## config.mk

```make
export PLATFORM = sky130hd
export DESIGN_NAME = scr1_pipe_mprf_wb_flat
export DESIGN_NICKNAME = d
export VERILOG_FILES = /design/src/rtl/scr1_pipe_mprf_wb_if.sv /design/src/rtl/scr1_pipe_mprf_wb.sv /design/src/flat_wrapper.sv
export SDC_FILE = /design/constraint.sdc
export NUM_CORES = 1
export LEC_CHECK = 0
export ABC_AREA = 1
export BUFFER_PORTS_ARGS = -buffer_cell sky130_fd_sc_hd__buf_2
export CAP_MARGIN = 30
export CORE_ASPECT_RATIO = 0.7
export CORE_MARGIN = 4
export CORE_UTILIZATION = 42
export CTS_CLUSTER_SIZE = 10
export DETAILED_ROUTE_END_ITERATION = 8
export GPL_ROUTABILITY_DRIVEN = 0
export PLACE_DENSITY = 0.72
export SLEW_MARGIN = 20
export SYNTH_ARGS = -nofsm -noshare
export SYNTH_HDL_FRONTEND = slang
export SYNTH_SLANG_ARGS = --single-unit
```

## constraint.sdc

```tcl
create_clock -name clk -period 2.3 [get_ports clk]
set_clock_uncertainty 0.2 [all_clocks]
set_input_delay 0.46 -clock clk [delete_from_list [all_inputs] [get_ports clk]]
set_output_delay 0.46 -clock clk [all_outputs]
set_load 0.05 [all_outputs]
```

## src/rtl/scr1_pipe_mprf_wb_if.sv

```systemverilog
// rtl/scr1_pipe_mprf_wb_if.sv - EXU/LSU/MPRF signal bundle around the MPRF write-back front end
`ifndef SCR1_XLEN
`define SCR1_XLEN 32
`endif
`ifndef SCR1_MPRF_AWIDTH
`define SCR1_MPRF_AWIDTH 5
`endif

interface scr1_pipe_mprf_wb_if;
  logic                          exu2wb_ld_issue_i;
  logic [`SCR1_MPRF_AWIDTH-1:0]  exu2wb_ld_rd_addr_i;
  logic                          wb2exu_ld_issue_rdy_o;
  logic                          lsu2wb_rsp_vd_i;
  logic                          lsu2wb_rsp_err_i;
  logic [`SCR1_XLEN-1:0]         lsu2wb_rsp_data_i;
  logic                          exu2wb_alu_req_i;
  logic [`SCR1_MPRF_AWIDTH-1:0]  exu2wb_alu_rd_addr_i;
  logic [`SCR1_XLEN-1:0]         exu2wb_alu_rd_data_i;
  logic                          wb2exu_alu_rdy_o;
  logic [`SCR1_MPRF_AWIDTH-1:0]  exu2wb_rs1_addr_i;
  logic [`SCR1_MPRF_AWIDTH-1:0]  exu2wb_rs2_addr_i;
  logic [`SCR1_MPRF_AWIDTH-1:0]  exu2mprf_rs1_addr_o;
  logic [`SCR1_MPRF_AWIDTH-1:0]  exu2mprf_rs2_addr_o;
  logic [`SCR1_XLEN-1:0]         mprf2exu_rs1_data_i;
  logic [`SCR1_XLEN-1:0]         mprf2exu_rs2_data_i;
  logic [`SCR1_XLEN-1:0]         wb2exu_rs1_data_o;
  logic [`SCR1_XLEN-1:0]         wb2exu_rs2_data_o;
  logic                          wb2exu_rs1_hzd_o;
  logic                          wb2exu_rs2_hzd_o;
  logic                          exu2mprf_w_req_o;
  logic [`SCR1_MPRF_AWIDTH-1:0]  exu2mprf_rd_addr_o;
  logic [`SCR1_XLEN-1:0]         exu2mprf_rd_data_o;

  // Write-back block side
  modport slave (
    input  exu2wb_ld_issue_i, exu2wb_ld_rd_addr_i,
    input  lsu2wb_rsp_vd_i, lsu2wb_rsp_err_i, lsu2wb_rsp_data_i,
    input  exu2wb_alu_req_i, exu2wb_alu_rd_addr_i, exu2wb_alu_rd_data_i,
    input  exu2wb_rs1_addr_i, exu2wb_rs2_addr_i,
    input  mprf2exu_rs1_data_i, mprf2exu_rs2_data_i,
    output wb2exu_ld_issue_rdy_o, wb2exu_alu_rdy_o,
    output exu2mprf_rs1_addr_o, exu2mprf_rs2_addr_o,
    output wb2exu_rs1_data_o, wb2exu_rs2_data_o,
    output wb2exu_rs1_hzd_o, wb2exu_rs2_hzd_o,
    output exu2mprf_w_req_o, exu2mprf_rd_addr_o, exu2mprf_rd_data_o
  );

  // EXU/LSU/MPRF environment side
  modport master (
    output exu2wb_ld_issue_i, exu2wb_ld_rd_addr_i,
    output lsu2wb_rsp_vd_i, lsu2wb_rsp_err_i, lsu2wb_rsp_data_i,
    output exu2wb_alu_req_i, exu2wb_alu_rd_addr_i, exu2wb_alu_rd_data_i,
    output exu2wb_rs1_addr_i, exu2wb_rs2_addr_i,
    output mprf2exu_rs1_data_i, mprf2exu_rs2_data_i,
    input  wb2exu_ld_issue_rdy_o, wb2exu_alu_rdy_o,
    input  exu2mprf_rs1_addr_o, exu2mprf_rs2_addr_o,
    input  wb2exu_rs1_data_o, wb2exu_rs2_data_o,
    input  wb2exu_rs1_hzd_o, wb2exu_rs2_hzd_o,
    input  exu2mprf_w_req_o, exu2mprf_rd_addr_o, exu2mprf_rd_data_o
  );
endinterface

```

## src/rtl/scr1_pipe_mprf_wb.sv

```systemverilog
// rtl/scr1_pipe_mprf_wb.sv - MPRF write-back merge, load scoreboard and operand hazards
// Optional read bypass from the write stage: SCR1_MPRF_WB_BYPASS_EN.
`ifndef SCR1_XLEN
`define SCR1_XLEN 32
`endif
`ifndef SCR1_MPRF_AWIDTH
`define SCR1_MPRF_AWIDTH 5
`endif

module scr1_pipe_mprf_wb #(
  parameter int LD_PEND_DEPTH = 2
) (
  input  logic                 rst_n,
  input  logic                 clk,
  scr1_pipe_mprf_wb_if.slave   wb
);

  localparam int AW   = `SCR1_MPRF_AWIDTH;
  localparam int XLEN = `SCR1_XLEN;
  localparam int NREG = 1 << AW;
  localparam int CW   = $clog2(LD_PEND_DEPTH + 1);

  logic [NREG-1:0] pend_q;
  logic [NREG-1:0] pend_d;
  logic [AW-1:0]   fifo_q [LD_PEND_DEPTH];
  logic [AW-1:0]   fifo_d [LD_PEND_DEPTH];
  logic [CW-1:0]   cnt_q;
  logic [CW-1:0]   cnt_d;
  logic [CW-1:0]   push_idx;

  logic            fifo_empty;
  logic            fifo_full;
  logic [AW-1:0]   head_rd;
  logic [AW-1:0]   ld_rd;
  logic [AW-1:0]   alu_rd;
  logic [AW-1:0]   rs1;
  logic [AW-1:0]   rs2;

  logic            ld_rdy;
  logic            ld_acc;
  logic            rsp_pop;
  logic            lsu_cand;
  logic            alu_rdy;
  logic            alu_wr;
  logic            wr_sel;
  logic [AW-1:0]   wr_addr;
  logic [XLEN-1:0] wr_data;

  logic            w_req_q;
  logic [AW-1:0]   w_addr_q;
  logic [XLEN-1:0] w_data_q;

  logic            stage_hit1;
  logic            stage_hit2;

  assign ld_rd      = wb.exu2wb_ld_rd_addr_i;
  assign alu_rd     = wb.exu2wb_alu_rd_addr_i;
  assign rs1        = wb.exu2wb_rs1_addr_i;
  assign rs2        = wb.exu2wb_rs2_addr_i;
  assign head_rd    = fifo_q[0];
  assign fifo_empty = (cnt_q == '0);
  assign fifo_full  = (cnt_q == CW'(LD_PEND_DEPTH));

  // A response arriving in a full cycle frees the head slot for a same-cycle issue.
  assign ld_rdy  = (~fifo_full | wb.lsu2wb_rsp_vd_i) & ~((ld_rd != '0) & pend_q[ld_rd]);
  assign ld_acc  = wb.exu2wb_ld_issue_i & ld_rdy;
  assign rsp_pop = wb.lsu2wb_rsp_vd_i & ~fifo_empty;

  assign lsu_cand = rsp_pop & ~wb.lsu2wb_rsp_err_i & (head_rd != '0);
  assign alu_rdy  = ~lsu_cand & ~((alu_rd != '0) & pend_q[alu_rd]);
  assign alu_wr   = wb.exu2wb_alu_req_i & alu_rdy & (alu_rd != '0);

  assign wr_sel  = lsu_cand | alu_wr;
  assign wr_addr = lsu_cand ? head_rd : alu_rd;
  assign wr_data = lsu_cand ? wb.lsu2wb_rsp_data_i : wb.exu2wb_alu_rd_data_i;

  assign push_idx = rsp_pop ? (cnt_q - CW'(1)) : cnt_q;

  always_comb begin
    fifo_d = fifo_q;
    cnt_d  = cnt_q;
    if (rsp_pop) begin
      for (int i = 0; i < LD_PEND_DEPTH - 1; i++) begin
        fifo_d[i] = fifo_q[i+1];
      end
      cnt_d = cnt_q - CW'(1);
    end
    if (ld_acc) begin
      for (int i = 0; i < LD_PEND_DEPTH; i++) begin
        if (push_idx == CW'(i)) begin
          fifo_d[i] = ld_rd;
        end
      end
      cnt_d = cnt_d + CW'(1);
    end
  end

  // Head and new rd can never coincide: a pending rd blocks its own reissue.
  always_comb begin
    pend_d = pend_q;
    if (rsp_pop) begin
      pend_d[head_rd] = 1'b0;
    end
    if (ld_acc && (ld_rd != '0)) begin
      pend_d[ld_rd] = 1'b1;
    end
    pend_d[0] = 1'b0;
  end

  always_ff @(posedge clk or negedge rst_n) begin
    if (!rst_n) begin
      pend_q <= '0;
      cnt_q  <= '0;
      for (int i = 0; i < LD_PEND_DEPTH; i++) begin
        fifo_q[i] <= '0;
      end
    end else begin
      pend_q <= pend_d;
      cnt_q  <= cnt_d;
      fifo_q <= fifo_d;
    end
  end

  always_ff @(posedge clk or negedge rst_n) begin
    if (!rst_n) begin
      w_req_q  <= 1'b0;
      w_addr_q <= '0;
      w_data_q <= '0;
    end else begin
      w_req_q <= wr_sel;
      if (wr_sel) begin
        w_addr_q <= wr_addr;
        w_data_q <= wr_data;
      end
    end
  end

`ifdef SCR1_MPRF_WB_BYPASS_EN
  assign stage_hit1 = 1'b0;
  assign stage_hit2 = 1'b0;
  assign wb.wb2exu_rs1_data_o = (w_req_q & (w_addr_q == rs1) & (rs1 != '0))
                                ? w_data_q : wb.mprf2exu_rs1_data_i;
  assign wb.wb2exu_rs2_data_o = (w_req_q & (w_addr_q == rs2) & (rs2 != '0))
                                ? w_data_q : wb.mprf2exu_rs2_data_i;
`else
  // Without bypass the operand waits until the MPRF has absorbed the write.
  assign stage_hit1 = w_req_q & (w_addr_q == rs1);
  assign stage_hit2 = w_req_q & (w_addr_q == rs2);
  assign wb.wb2exu_rs1_data_o = wb.mprf2exu_rs1_data_i;
  assign wb.wb2exu_rs2_data_o = wb.mprf2exu_rs2_data_i;
`endif

  assign wb.wb2exu_rs1_hzd_o = (rs1 != '0) & (pend_q[rs1] | stage_hit1);
  assign wb.wb2exu_rs2_hzd_o = (rs2 != '0) & (pend_q[rs2] | stage_hit2);

  assign wb.exu2mprf_rs1_addr_o   = rs1;
  assign wb.exu2mprf_rs2_addr_o   = rs2;
  assign wb.wb2exu_ld_issue_rdy_o = ld_rdy;
  assign wb.wb2exu_alu_rdy_o      = alu_rdy;
  assign wb.exu2mprf_w_req_o      = w_req_q;
  assign wb.exu2mprf_rd_addr_o    = w_addr_q;
  assign wb.exu2mprf_rd_data_o    = w_data_q;

`ifdef SCR1_TRGT_SIMULATION
  a_rsp_fifo_empty: assert property (@(posedge clk) disable iff (!rst_n)
    !(wb.lsu2wb_rsp_vd_i & fifo_empty));
  a_fifo_overflow: assert property (@(posedge clk) disable iff (!rst_n)
    !(ld_acc & fifo_full & ~rsp_pop));
  a_w_req_known: assert property (@(posedge clk) disable iff (!rst_n)
    !$isunknown(w_req_q));
`endif

endmodule

```

## src/flat_wrapper.sv

```systemverilog
// flat-port wrapper written by rule: the top's interface ports become plain ports
module scr1_pipe_mprf_wb_flat 
#(
  parameter int LD_PEND_DEPTH = 2
)
  (rst_n, clk, wb_exu2wb_ld_issue_i, wb_exu2wb_ld_rd_addr_i, wb_lsu2wb_rsp_vd_i, wb_lsu2wb_rsp_err_i, wb_lsu2wb_rsp_data_i, wb_exu2wb_alu_req_i, wb_exu2wb_alu_rd_addr_i, wb_exu2wb_alu_rd_data_i, wb_exu2wb_rs1_addr_i, wb_exu2wb_rs2_addr_i, wb_mprf2exu_rs1_data_i, wb_mprf2exu_rs2_data_i, wb_wb2exu_ld_issue_rdy_o, wb_wb2exu_alu_rdy_o, wb_exu2mprf_rs1_addr_o, wb_exu2mprf_rs2_addr_o, wb_wb2exu_rs1_data_o, wb_wb2exu_rs2_data_o, wb_wb2exu_rs1_hzd_o, wb_wb2exu_rs2_hzd_o, wb_exu2mprf_w_req_o, wb_exu2mprf_rd_addr_o, wb_exu2mprf_rd_data_o);
  scr1_pipe_mprf_wb_if wb_i ();
  input  logic rst_n;
  input  logic clk;
  input wire logic [$bits(wb_i.exu2wb_ld_issue_i)-1:0] wb_exu2wb_ld_issue_i;
  input wire logic [$bits(wb_i.exu2wb_ld_rd_addr_i)-1:0] wb_exu2wb_ld_rd_addr_i;
  input wire logic [$bits(wb_i.lsu2wb_rsp_vd_i)-1:0] wb_lsu2wb_rsp_vd_i;
  input wire logic [$bits(wb_i.lsu2wb_rsp_err_i)-1:0] wb_lsu2wb_rsp_err_i;
  input wire logic [$bits(wb_i.lsu2wb_rsp_data_i)-1:0] wb_lsu2wb_rsp_data_i;
  input wire logic [$bits(wb_i.exu2wb_alu_req_i)-1:0] wb_exu2wb_alu_req_i;
  input wire logic [$bits(wb_i.exu2wb_alu_rd_addr_i)-1:0] wb_exu2wb_alu_rd_addr_i;
  input wire logic [$bits(wb_i.exu2wb_alu_rd_data_i)-1:0] wb_exu2wb_alu_rd_data_i;
  input wire logic [$bits(wb_i.exu2wb_rs1_addr_i)-1:0] wb_exu2wb_rs1_addr_i;
  input wire logic [$bits(wb_i.exu2wb_rs2_addr_i)-1:0] wb_exu2wb_rs2_addr_i;
  input wire logic [$bits(wb_i.mprf2exu_rs1_data_i)-1:0] wb_mprf2exu_rs1_data_i;
  input wire logic [$bits(wb_i.mprf2exu_rs2_data_i)-1:0] wb_mprf2exu_rs2_data_i;
  output wire logic [$bits(wb_i.wb2exu_ld_issue_rdy_o)-1:0] wb_wb2exu_ld_issue_rdy_o;
  output wire logic [$bits(wb_i.wb2exu_alu_rdy_o)-1:0] wb_wb2exu_alu_rdy_o;
  output wire logic [$bits(wb_i.exu2mprf_rs1_addr_o)-1:0] wb_exu2mprf_rs1_addr_o;
  output wire logic [$bits(wb_i.exu2mprf_rs2_addr_o)-1:0] wb_exu2mprf_rs2_addr_o;
  output wire logic [$bits(wb_i.wb2exu_rs1_data_o)-1:0] wb_wb2exu_rs1_data_o;
  output wire logic [$bits(wb_i.wb2exu_rs2_data_o)-1:0] wb_wb2exu_rs2_data_o;
  output wire logic [$bits(wb_i.wb2exu_rs1_hzd_o)-1:0] wb_wb2exu_rs1_hzd_o;
  output wire logic [$bits(wb_i.wb2exu_rs2_hzd_o)-1:0] wb_wb2exu_rs2_hzd_o;
  output wire logic [$bits(wb_i.exu2mprf_w_req_o)-1:0] wb_exu2mprf_w_req_o;
  output wire logic [$bits(wb_i.exu2mprf_rd_addr_o)-1:0] wb_exu2mprf_rd_addr_o;
  output wire logic [$bits(wb_i.exu2mprf_rd_data_o)-1:0] wb_exu2mprf_rd_data_o;
  assign wb_i.exu2wb_ld_issue_i = wb_exu2wb_ld_issue_i;
  assign wb_i.exu2wb_ld_rd_addr_i = wb_exu2wb_ld_rd_addr_i;
  assign wb_i.lsu2wb_rsp_vd_i = wb_lsu2wb_rsp_vd_i;
  assign wb_i.lsu2wb_rsp_err_i = wb_lsu2wb_rsp_err_i;
  assign wb_i.lsu2wb_rsp_data_i = wb_lsu2wb_rsp_data_i;
  assign wb_i.exu2wb_alu_req_i = wb_exu2wb_alu_req_i;
  assign wb_i.exu2wb_alu_rd_addr_i = wb_exu2wb_alu_rd_addr_i;
  assign wb_i.exu2wb_alu_rd_data_i = wb_exu2wb_alu_rd_data_i;
  assign wb_i.exu2wb_rs1_addr_i = wb_exu2wb_rs1_addr_i;
  assign wb_i.exu2wb_rs2_addr_i = wb_exu2wb_rs2_addr_i;
  assign wb_i.mprf2exu_rs1_data_i = wb_mprf2exu_rs1_data_i;
  assign wb_i.mprf2exu_rs2_data_i = wb_mprf2exu_rs2_data_i;
  assign wb_wb2exu_ld_issue_rdy_o = wb_i.wb2exu_ld_issue_rdy_o;
  assign wb_wb2exu_alu_rdy_o = wb_i.wb2exu_alu_rdy_o;
  assign wb_exu2mprf_rs1_addr_o = wb_i.exu2mprf_rs1_addr_o;
  assign wb_exu2mprf_rs2_addr_o = wb_i.exu2mprf_rs2_addr_o;
  assign wb_wb2exu_rs1_data_o = wb_i.wb2exu_rs1_data_o;
  assign wb_wb2exu_rs2_data_o = wb_i.wb2exu_rs2_data_o;
  assign wb_wb2exu_rs1_hzd_o = wb_i.wb2exu_rs1_hzd_o;
  assign wb_wb2exu_rs2_hzd_o = wb_i.wb2exu_rs2_hzd_o;
  assign wb_exu2mprf_w_req_o = wb_i.exu2mprf_w_req_o;
  assign wb_exu2mprf_rd_addr_o = wb_i.exu2mprf_rd_addr_o;
  assign wb_exu2mprf_rd_data_o = wb_i.exu2mprf_rd_data_o;
  scr1_pipe_mprf_wb #(.LD_PEND_DEPTH(LD_PEND_DEPTH)) u_core (.rst_n(rst_n), .clk(clk), .wb(wb_i));
endmodule
```

==> results.yml <==
clock_network:
  cts_root_buffer: "clkbuf_16"
  clk_latency_ns: 0.35
  clockBufferDepth: 2
  numCtsBuffers: 9
  htreeDepth: 3
  cts_tree: "built"
  cts_sinks: 81
  clk_pin_slew_ns: 0.07
setup_path:
  required_ns: 1.64
  path_buf_inv: 3
  regToRegEndpoint: "u_core.pend_q[5]$_DFF_PN0_"
  slowest_delay_ns: 0.41
  path_max_fanout: 3
  reg2reg_from: "u_core.cnt_q[0]$_DFF_PN0_"
  cp.arrival_ns: 1.73
  reg2reg_setup_slack_ns: 0.12
  crit_path_top_delay_cell: "dfrtp_1"
  cp-end-kind: "primary output"
  crit_top_cell: "nand2_1"
  rr_worst_depth: 8
  crit_type: "reg -> out"
  path_cells: "inv_2, a21oi_1, o21ai_0, nand3_1, nand3_1, nand2_1, nand2_1, nand2_1, o21ai_2, inv_1, buf_6"
  start_kind: "flip-flop"
  path_delay_family: "flip-flops"
global_route:
  grt_max_degree: 56
  grt_pass1_vias: 5621
  grt_overflow: 0
  antenna_found_initial: 1
  grt_pass1_wl_um: 30060
  grtUsageTotal_pct: 21.99
detailed_routing:
  ant_nets: 0
  routed_wl_um: 19220
  vias_per_cell: 5.366
  vias: 6364
  drt_first_pass_iters: 5
  avgRoutedWirePerCell_um: 16.20
  route.detailed.drc: 0
  initialDrtViolationCount: 676
hold_path:
  hold-path-endpoint: "u_core.wb.exu2mprf_rd_data_o[7]$_DFFE_PN0P_"
  min-delay-start: "wb_lsu2wb_rsp_data_i[7]"
  min_path_type: "in -> reg"
  whs_path_depth: 4
floorplanning:
  die_x_um: 153.8
  start_util_pct: 43.92
  rows: 36
  coreArea_um2: 14230
  ioPinCount: 270
  dieArea_um2: 16930
  die_h_um: 110.1
job:
  drv_cap: 0
synthesis:
  synthCells: 909
  synth_edf_count: 0
  avgSynthCellArea_um2: 6.877
  ys_seq_elements: 81
  async_flop_share_pct: 100.0
  synth_simple_gate_area_share_pct: 33.33
  synth-compound-area-share_pct: 9.047
  synthesis.nets: 1067
  ys_top_cells_by_area: "dfrtp_1 32%, nand2_1 17%, buf_4 10%"
  syn_area_um2: 6251
  synth.top_cell.area_share_pct: 32.43
  ys.flop_type: "dfrtp_1"
  synthDistinctLibCells: 30
  yosys.area.top_type: "dfrtp_1"
  synthXorXnorAreaFrac_pct: 0.4203
  synth-adder-area-share_pct: 0.8006
  synthMuxAreaShare_pct: 6.565
  synth_top_family_by_area: "simple AND/OR/NAND/NOR gates"
  ys_seq_area_share_pct: 32.43
  ys_warn_count: 0
power:
  power.density_nw_per_um2: 1268
  ir_drop_mv: 0.7789
  static-leakage-power_nw: 3.800
final_layout:
  layout.cells.non_filler: 1186
  area_growth_pct: 17.27
  nNetsFinal: 1148
  layout-drive-gt1-share_pct: 28.64
  fin_area_um2: 7331
  final_util_pct: 51.50
placed_design:
  port_buffers: 141
  dp_slack_ns: -0.1627
  placed_area_um2: 6809
  dp.final_hpwl_um: 14100
  placed_cells: 1159
status:
  violations: "setup timing"
  status: "finished with violations"
timing:
  worst_slew_pin_slew_ns: 0.5150
  rsz0062_at_grt: "true"
  setup_violations: 3
  relSlewSlack_pct: 65.67
  report.final.slew_viol_count: 0
  setup_slack_ns: -0.09250
  whs_ns: 0.2125
  fmax_ghz: 0.4180
  finalHoldViolCount: 0
  period_minus_slack_ns: 2.393
  min_period_over_period_pct: 104.0
cells in the final DEF (no fill, tap or decap), types with 5 or more instances in the layout:
master       n
a21oi_1     12
buf_12      10
buf_2      136
buf_4       40
clkbuf_16    9
dfrtp_1     66
dfrtp_2     15
inv_1       58
inv_2       15
mux2_2      28
mux2i_1      5
nand2_1    279
nand3_1    105
nand3_2      6
nand4_1     37
nor2_1      40
nor3_1      11
o211ai_1    21
o21ai_0     49
o21ai_1      9
synthesized netlist by cell type (2+ instances only):
library cell,number
o22ai_1,4
mux2_2,28
mux2i_1,5
o211ai_1,21
mux2_1,4
dfrtp_1,81
buf_6,2
buf_2,14
xor2_1,2
clkbuf_1,17
nand3_1,111
nand2_1,283
nor2_2,2
nor3_1,11
inv_2,2
o21ai_0,53
nand4_1,37
buf_1,4
nor2_1,41
buf_4,84
inv_1,73
a211oi_1,2
ha_1,4
a21oi_1,12
o21ai_1,7
power by group:
part | switching, mW | internal, mW | leakage, nW
sequential | 0.686 | 2.14 | 0.979
combinational | 3.44 | 1.58 | 2.67
clock | 0.661 | 0.788 | 0.148
worst max-delay path by stage:
stage                                 from                  end  slack (ns)  cells past startpoint
2_1_floorplan    u_core.cnt_q[0]$_DFF_PN0_  wb_wb2exu_alu_rdy_o       -0.02                      9
3_5_place_dp    wb_exu2wb_alu_rd_addr_i[0]  wb_wb2exu_alu_rdy_o       -0.16                      9
3_3_place_gp    wb_exu2wb_alu_rd_addr_i[0]  wb_wb2exu_alu_rdy_o       -0.12                      9
4_1_cts        u_core.pend_q[19]$_DFF_PN0_  wb_wb2exu_rs1_hzd_o       -0.07                     11
6_report       u_core.pend_q[29]$_DFF_PN0_  wb_wb2exu_rs1_hzd_o       -0.09                     11
5_1_grt        u_core.pend_q[19]$_DFF_PN0_  wb_wb2exu_rs1_hzd_o       -0.25                     11
worst min-delay path: cells and delay by family:
kind	cells	cell delay, ns
buf+inv	1	0.07
simple gates	2	0.09
mux	1	0.11
routing by layer:
layer	wire [um]	global-route usage (%)
met2	7967	30.86
met1	8677	33.18
met4	210	3.844
met3	2359	7.101
met5	0	0
registers in the layout (all words and copies together) (netlist names):
register	flops
u_core.pend_q	31
u_core.wb.exu2mprf_rd_addr_o	5
u_core.wb.exu2mprf_w_req_o	1
u_core.wb.exu2mprf_rd_data_o	32
u_core.cnt_q	2
u_core.head_rd	5
u_core.fifo_q	5
repair_timing:
item,4_1_cts,5_1_grt
gates resized for setup,36,25
endpoints found under the setup margin,5,15
pin swaps,10,18
hold buffers,1,0
gates cloned,0,0
setup buffers,4,5
hold endpoints to repair,38,0
metrics by stage:
step,total power [mW],TNS (ns)
after floorplan,6.381,-0.01608
after global placement,7.489,-0.3158
after detailed placement,7.527,-0.8309
after CTS,9.129,-0.2160
after global routing,9.900,-0.6451
final,9.294,-0.2036
cells by family after synthesis:
kind of cell,count (synthesis)
AOI/OAI and AO/OA,100
xor gates and xnor gates,3
adders and majority gates,4
buffers and inverters,197
DFF,81
muxes,37
and+or+nand+nor,487
area by class of cell:
type                       instances  area, um^2
tap                              190       237.7
antenna                            1       2.502
clock inverter                     6       57.56
sequential                        81        2046
inverter                          75       287.8
fill                            1441        6903
multi-input combinational        631        3209
clock buffer                      10       239.0
timing repair buffer             192        1251
Power figures use the tool's default switching activity.
